==> src/rtl/fetch_unit.sv <==
// Single-stage instruction fetch: drives a combinational instruction memory from
// the program counter and registers the returned word for decode.
module fetch_unit #(
  parameter logic [31:0]     RESET_PC  = 32'h0000_0000,
  parameter longint unsigned MEM_DEPTH = 128
) (
  input  logic        clk,
  input  logic        reset,
  input  logic        stall,
  input  logic        branch_valid,
  input  logic [31:0] branch_target,
  output logic [31:0] imem_addr,
  input  logic [31:0] imem_data,
  output logic [31:0] instr,
  output logic [31:0] instr_pc,
  output logic        instr_valid,
  output logic        fault,
  output logic [31:0] fetch_count
);

  typedef enum logic [1:0] {
    BOOT = 2'd0,
    RUN  = 2'd1,
    HALT = 2'd2
  } state_t;

  state_t      r_state;
  state_t      w_stateNext;
  logic [31:0] r_pc;
  logic [31:0] r_instr;
  logic [31:0] r_instrPc;
  logic        r_instrValid;
  logic        r_fault;
  logic [31:0] r_fetchCount;

  logic [31:0] w_pcNext;
  logic [31:0] w_instrNext;
  logic [31:0] w_instrPcNext;
  logic        w_instrValidNext;
  logic        w_faultNext;
  logic [31:0] w_fetchCountNext;
  logic        w_inRange;

  // Widened compare so a MEM_DEPTH of 2^32 makes every pc legal.
  assign w_inRange = (64'(r_pc) < 64'(MEM_DEPTH));

  always_ff @(posedge clk or posedge reset) begin
    if (reset) begin
      r_state      <= BOOT;
      r_pc         <= RESET_PC;
      r_instr      <= 32'h0;
      r_instrPc    <= 32'h0;
      r_instrValid <= 1'b0;
      r_fault      <= 1'b0;
      r_fetchCount <= 32'h0;
    end else begin
      r_state      <= w_stateNext;
      r_pc         <= w_pcNext;
      r_instr      <= w_instrNext;
      r_instrPc    <= w_instrPcNext;
      r_instrValid <= w_instrValidNext;
      r_fault      <= w_faultNext;
      r_fetchCount <= w_fetchCountNext;
    end
  end

  always_comb begin
    w_stateNext      = r_state;
    w_pcNext         = r_pc;
    w_instrNext      = r_instr;
    w_instrPcNext    = r_instrPc;
    w_instrValidNext = r_instrValid;
    w_faultNext      = r_fault;
    w_fetchCountNext = r_fetchCount;

    case (r_state)
      BOOT: begin
        w_stateNext      = RUN;
        w_instrValidNext = 1'b0;
      end
      RUN: begin
        // A redirect wins over stall; the fetched slot is squashed.
        if (branch_valid) begin
          w_pcNext         = branch_target;
          w_instrValidNext = 1'b0;
        end else if (!stall) begin
          if (!w_inRange) begin
            w_faultNext      = 1'b1;
            w_instrValidNext = 1'b0;
            w_stateNext      = HALT;
          end else begin
            w_instrNext      = imem_data;
            w_instrPcNext    = r_pc;
            w_instrValidNext = 1'b1;
            w_pcNext         = r_pc + 32'd1;
            w_fetchCountNext = r_fetchCount + 32'd1;
          end
        end
      end
      HALT: begin
        w_instrValidNext = 1'b0;
        w_faultNext      = 1'b1;
      end
      default: begin
        w_stateNext      = BOOT;
        w_instrValidNext = 1'b0;
      end
    endcase
  end

  assign imem_addr   = r_pc;
  assign instr       = r_instr;
  assign instr_pc    = r_instrPc;
  assign instr_valid = r_instrValid;
  assign fault       = r_fault;
  assign fetch_count = r_fetchCount;

endmodule
==> config.mk <==
export PLATFORM = sky130hd
export DESIGN_NAME = fetch_unit
export DESIGN_NICKNAME = d
export VERILOG_FILES = /design/src/rtl/fetch_unit.sv
export SDC_FILE = /design/constraint.sdc
export NUM_CORES = 1
export LEC_CHECK = 0
export BUFFER_PORTS_ARGS = -buffer_cell sky130_fd_sc_hd__buf_2
export CORE_ASPECT_RATIO = 2
export CORE_MARGIN = 10
export CORE_UTILIZATION = 45
export CTS_BUF_LIST = sky130_fd_sc_hd__clkbuf_8
export CTS_CLUSTER_DIAMETER = 80
export CTS_CLUSTER_SIZE = 8
export DETAILED_ROUTE_END_ITERATION = 8
export PLACE_DENSITY_LB_ADDON = 0.05
export SYNTH_ARGS = -nofsm -noshare
export SYNTH_HDL_FRONTEND = slang
export SYNTH_SLANG_ARGS = --single-unit
==> constraint.sdc <==
create_clock -name clk -period 12.3 [get_ports clk]
set_input_delay 3.075 -clock clk [delete_from_list [all_inputs] [get_ports clk]]
set_output_delay 3.075 -clock clk [all_outputs]
set_load 0.05 [all_outputs]
=== Word level (Yosys, flattened, before mapping) ===
Cells that the tools add are included.
Widths: inputs -> output; s select.

* Bits in writable memories: 0
* Bits of input ports: 68
* Output and inout bits: 130
* Bits in registers: 132
* ROM bits: 0
* Memories: 0
* Word-level logic and storage cells: 42
* Bits in latches: 0

* $add $sub $neg: 2
* Bitwise operators: 3
* Multipliers: 0
* Equality and inequality tests: 7
* Reduce and logical (&&, ||, !) cells: 7
* Multiplexer cells: 15
* Div/mod/pow operators: 0
* Order comparisons: 1
* Shifts and indexed selects: 0

{| class="wikitable"
|+ Operator list
! operator !! count
|-
| $mux 32 || 3
|-
| $add 32x1->32 const B || 2
|-
| $lt 32x8->1 const B || 1
|-
| $reduce_and 4->1 || 3
|-
| $mux 1 || 7
|-
| $mux 2 || 3
|-
| $ne 2x2->1 const B || 3
|-
| $pmux 2 s3 || 1
|-
| $reduce_bool 2->1 || 2
|-
| $ne 3x3->1 const B || 1
|-
| $not 1->1 || 3
|-
| $reduce_and 3->1 || 1
|-
| $eq 2x1->1 const B || 1
|-
| $eq 2x2->1 const B || 1
|-
| $logic_not 2->1 || 1
|-
| $ne 2x1->1 const B || 1
|-
| $pmux 1 s2 || 1
|}

=== Longest topological paths before layout ===
* Word-level depth: 5
* Mapped depth: 8
* Depth with buffers taken out: 6

=== Worst setup path before layout ===
OpenSTA, ideal clock, no wires.

* Path type: input to register
* From: input branch_valid
* To: register r_fetchCount[10] (netlist: fetch_count[10])
* Required time: 12156 ps
* Arrival time: 4386 ps
* Stages on the path: 7
* Buffers on the path: 2
* Setup slack: 7770 ps
* Setup time: 144 ps
* Path through: clkbuf_1 nor2_1 and4_1 and4_1 clkbuf_1 nand3_1 xnor2_1

* Word-level cells in the longest chain between the ends: 2

{| class="wikitable"
|+ Ends and longest elaborated chain
! what !! line !! source
|-
| start, declared || 10 || <nowiki>input logic branch_valid,</nowiki>
|-
| $not 1->1 (no line) || - ||
|-
| $reduce_and 4->1 (no line) || - ||
|-
| end signal, assigned || 63 || <nowiki>r_fetchCount <= w_fetchCountNext;</nowiki>
|-
| end, declared || 34 || <nowiki>logic [31:0] r_fetchCount;</nowiki>
|}

No other way between the ends.
A chain may end at the register's enable or synchronous reset.

=== Final worst setup path ===
* From: input branch_valid
* To: register r_instr[31] (netlist: instr[31])

* Word-level cells in the longest chain between the ends: 2

{| class="wikitable"
|+ Ends and longest elaborated chain
! what !! line !! source
|-
| $not 1->1 (no line) || - ||
|-
| $reduce_and 4->1 (no line) || - ||
|-
| end signal, assigned || 59 || <nowiki>r_instr <= w_instrNext;</nowiki>
|-
| end, declared || 30 || <nowiki>logic [31:0] r_instr;</nowiki>
|}

No other way between the ends.

==> flow_summary.yaml <==
outcome:
  status: "complete, no violations"
clock_tree:
  cts_tree: "done"
  cts_buffers: 17
  postCtsSetupBuffers: 0
  path_clk_slew_ns: 0.08
  cts-root-buf: "clkbuf_8"
  cts.sinks: 132
  cts.repair.resized: 0
  cts_buffer_depth: 2
  cts_hold_buf: 0
  clk_latency_ns: 0.43
  htreeDepth: 4
timing:
  fin_skew_ns: 0.0134
  setup_ws_ns: 7.52
  tns_ns: 0
  drv_slew: 0
  min_period_over_period_pct: 38.9
  hold_slack_ns: 0.471
  max_freq_mhz: 209
  final-setup-viol-count: 0
  tightest_slew_ns: 0.945
  rsz0062_at_grt: "false"
  slew_headroom_pct: 36.4
  report.final.hold_viol_count: 0
  fin_crit_ns: 4.78
power:
  power_mw: 1.21
  power_frac_seq_pct: 44.2
  p_switching_mw: 0.475
  intPower_mw: 0.737
  p_per_area_nw_per_um2: 168
  leakage_nw: 3.69
  power_frac_comb_pct: 24.6
  clkPwrFrac_pct: 31.2
  p_sw_share_pct: 39.2
  ir_drop_mv: 0.118
route:
  drtIter0Drc: 262
  wl_met2_um: 8820
  wl_um: 16500
  wl_met1_um: 5980
  wl_per_cell_um: 19.4
  dr.max_layer_used: "met4"
  via_per_inst: 5.38
  met3_length_um: 1380
  drt_pre_antenna_iters: 4
  ant_nets: 0
  num_vias: 4579
  drc: 0
floorplan:
  die_h_um: 179
  initial_core_util_pct: 45.8
  core_area_um2: 12500
  dieWidth_um: 99.7
  dieArea_um2: 17900
  ioPinCount: 198
  core.rowCount: 58
layout:
  nNetsFinal: 758
  drive_gt1_share_pct: 40.5
  diodes: 0
  postLayoutCellArea_um2: 7210
  utilization_pct: 57.8
  area_growth_pct: 26.2
  fin_cells: 851
synthesis:
  ys.flop_type: "dfrtp_1"
  synth_edf_count: 0
  synth.distinct_cells: 49
  synthArstFlopShare_pct: 100
  syn_area_per_cell_um2: 11.6
  synth-seq-area-share_pct: 57.8
  synth_top_area_share_pct: 57.8
  synth_area_leaders: "dfrtp_1 (58%), mux2_2 (7.7%), xnor2_1 (4.3%), nand2_1 (2.9%), nor2b_1 (2.8%)"
  syn-num-nets: 563
  ys.warnings.count: 0
  yosysTopAreaCell: "dfrtp_1"
  yosys_register_bits: 132
  syn_inst: 493
  synth_area_um2: 5710
grt:
  antenna_found_initial: 0
  gr-total-overflow: 0
  track_usage_pct: 18.4
  grt_max_degree: 68
  grt_pass1_vias: 4994
  grt_pass1_wl_um: 26100
placement:
  dp.cells: 819
  postPlaceCellArea_um2: 6800
  io_buffers: 197
  place_worst_setup_slack_ns: 7.03
  hpwl_um: 12500
  place.gp.congestion: 0.847
critical_path:
  cp-start-kind: "input pin"
  worstSetupPathType: "input pin to flop"
  max_stage_delay_ns: 0.65
  crit_chain: "buf_2 -> nor4_4 -> buf_4 -> mux2_2"
  worstPathMaxFanout: 60
  end_kind: "flop"
  crit_required_ns: 12.61
  crit_arrival_ns: 5.09
  slowest_stage: "nor4_4"
run:
  maxCapViolations: 0
min_path:
  hold_class: "flop to flop"
==> worst paths after layout <==
path	start	endpoint	slack, ns	cells past startpoint
worst max-delay path	branch_valid	instr[31]	7.52	4
worst min-delay path	fault	fault	0.47	1
worst max register to register	imem_addr[19]	instr[31]	9.37	5
worst min register to register	fault	fault	0.47	1
max in group asynchronous	reset	fault	8.07	3
min in group asynchronous	reset	instr[8]	2.78	2
==> cell families after synthesis <==
logic type	after synthesis	synth area share [%]
multiplexers	44	8.61
AND/OR/NAND/NOR	196	19.9
buffers and inverters	33	2.54
adder cells (fa/ha/maj)	2	0.438
AO/OA/AOI/OAI	55	5.93
XOR/XNOR	31	4.75
flip-flops	132	57.8
==> routing by layer <==
metal,vias to the layer above,track usage (%)
met5,-,0
met4,0,7.44
met3,20,7.37
met2,168,32.0
met1,2247,19.0
li1,2144,-
==> Yosys cell counts, drive strengths merged, types with 4 or more instances <==
cell	n
dfrtp	132
nand2	44
mux2	41
nand3	31
xnor2	28
nor2b	26
nor4	20
nor2	19
o21ai	19
nand4	18
clkbuf	14
a21oi	12
nor3	11
buf	10
and3	9
inv	9
o22ai	7
and2	4
and4	4
==> worst max-delay path: cells and delay by family <==
kind          cells  cell delay [ns]
buf+inv           2             0.92
mux               1             0.41
simple gates      1             0.65
==> area by class of cell <==
class	instances	area [µm²]
timing repair buffer	200	1010
inverter	9	36.3
fill	1141	5270
multi-input combinational	328	2270
clock inverter	14	163
clock buffer	18	248
tap	150	188
sequential	132	3300
==> registers in the layout (all words and copies together) (netlist names) <==
name and count:
instr_valid 1, fetch_count 32, r_state 2, fault 1, imem_addr 32, instr 32, instr_pc 32
==> power groups by stage <==
stage               clock network, mW  logic (mW)  registers (mW)
finish                          0.377       0.298           0.536
global route                    0.408       0.318           0.544
CTS                             0.388       0.301           0.535
detailed placement                  0       0.301           0.543
global placement                    0       0.297           0.544
floorplan                           0      0.0911           0.658
==> cells in the final DEF, fill, tap and decap left out, types with 6 or more instances in the layout <==
| cell | count |
|---|---|
| buf_2 | 197 |
| o21ai_0 | 19 |
| nor3_1 | 11 |
| nor2_1 | 19 |
| inv_1 | 8 |
| mux2_2 | 39 |
| a21oi_1 | 12 |
| nor2b_1 | 26 |
| nor4_1 | 12 |
| xnor2_1 | 28 |
| and3_1 | 9 |
| o22ai_1 | 7 |
| dfrtp_1 | 132 |
| clkbuf_8 | 18 |
| nand3_1 | 31 |
| inv_6 | 6 |
| nand2_1 | 44 |
| nand4_1 | 17 |
Power figures use the tool's default switching activity.
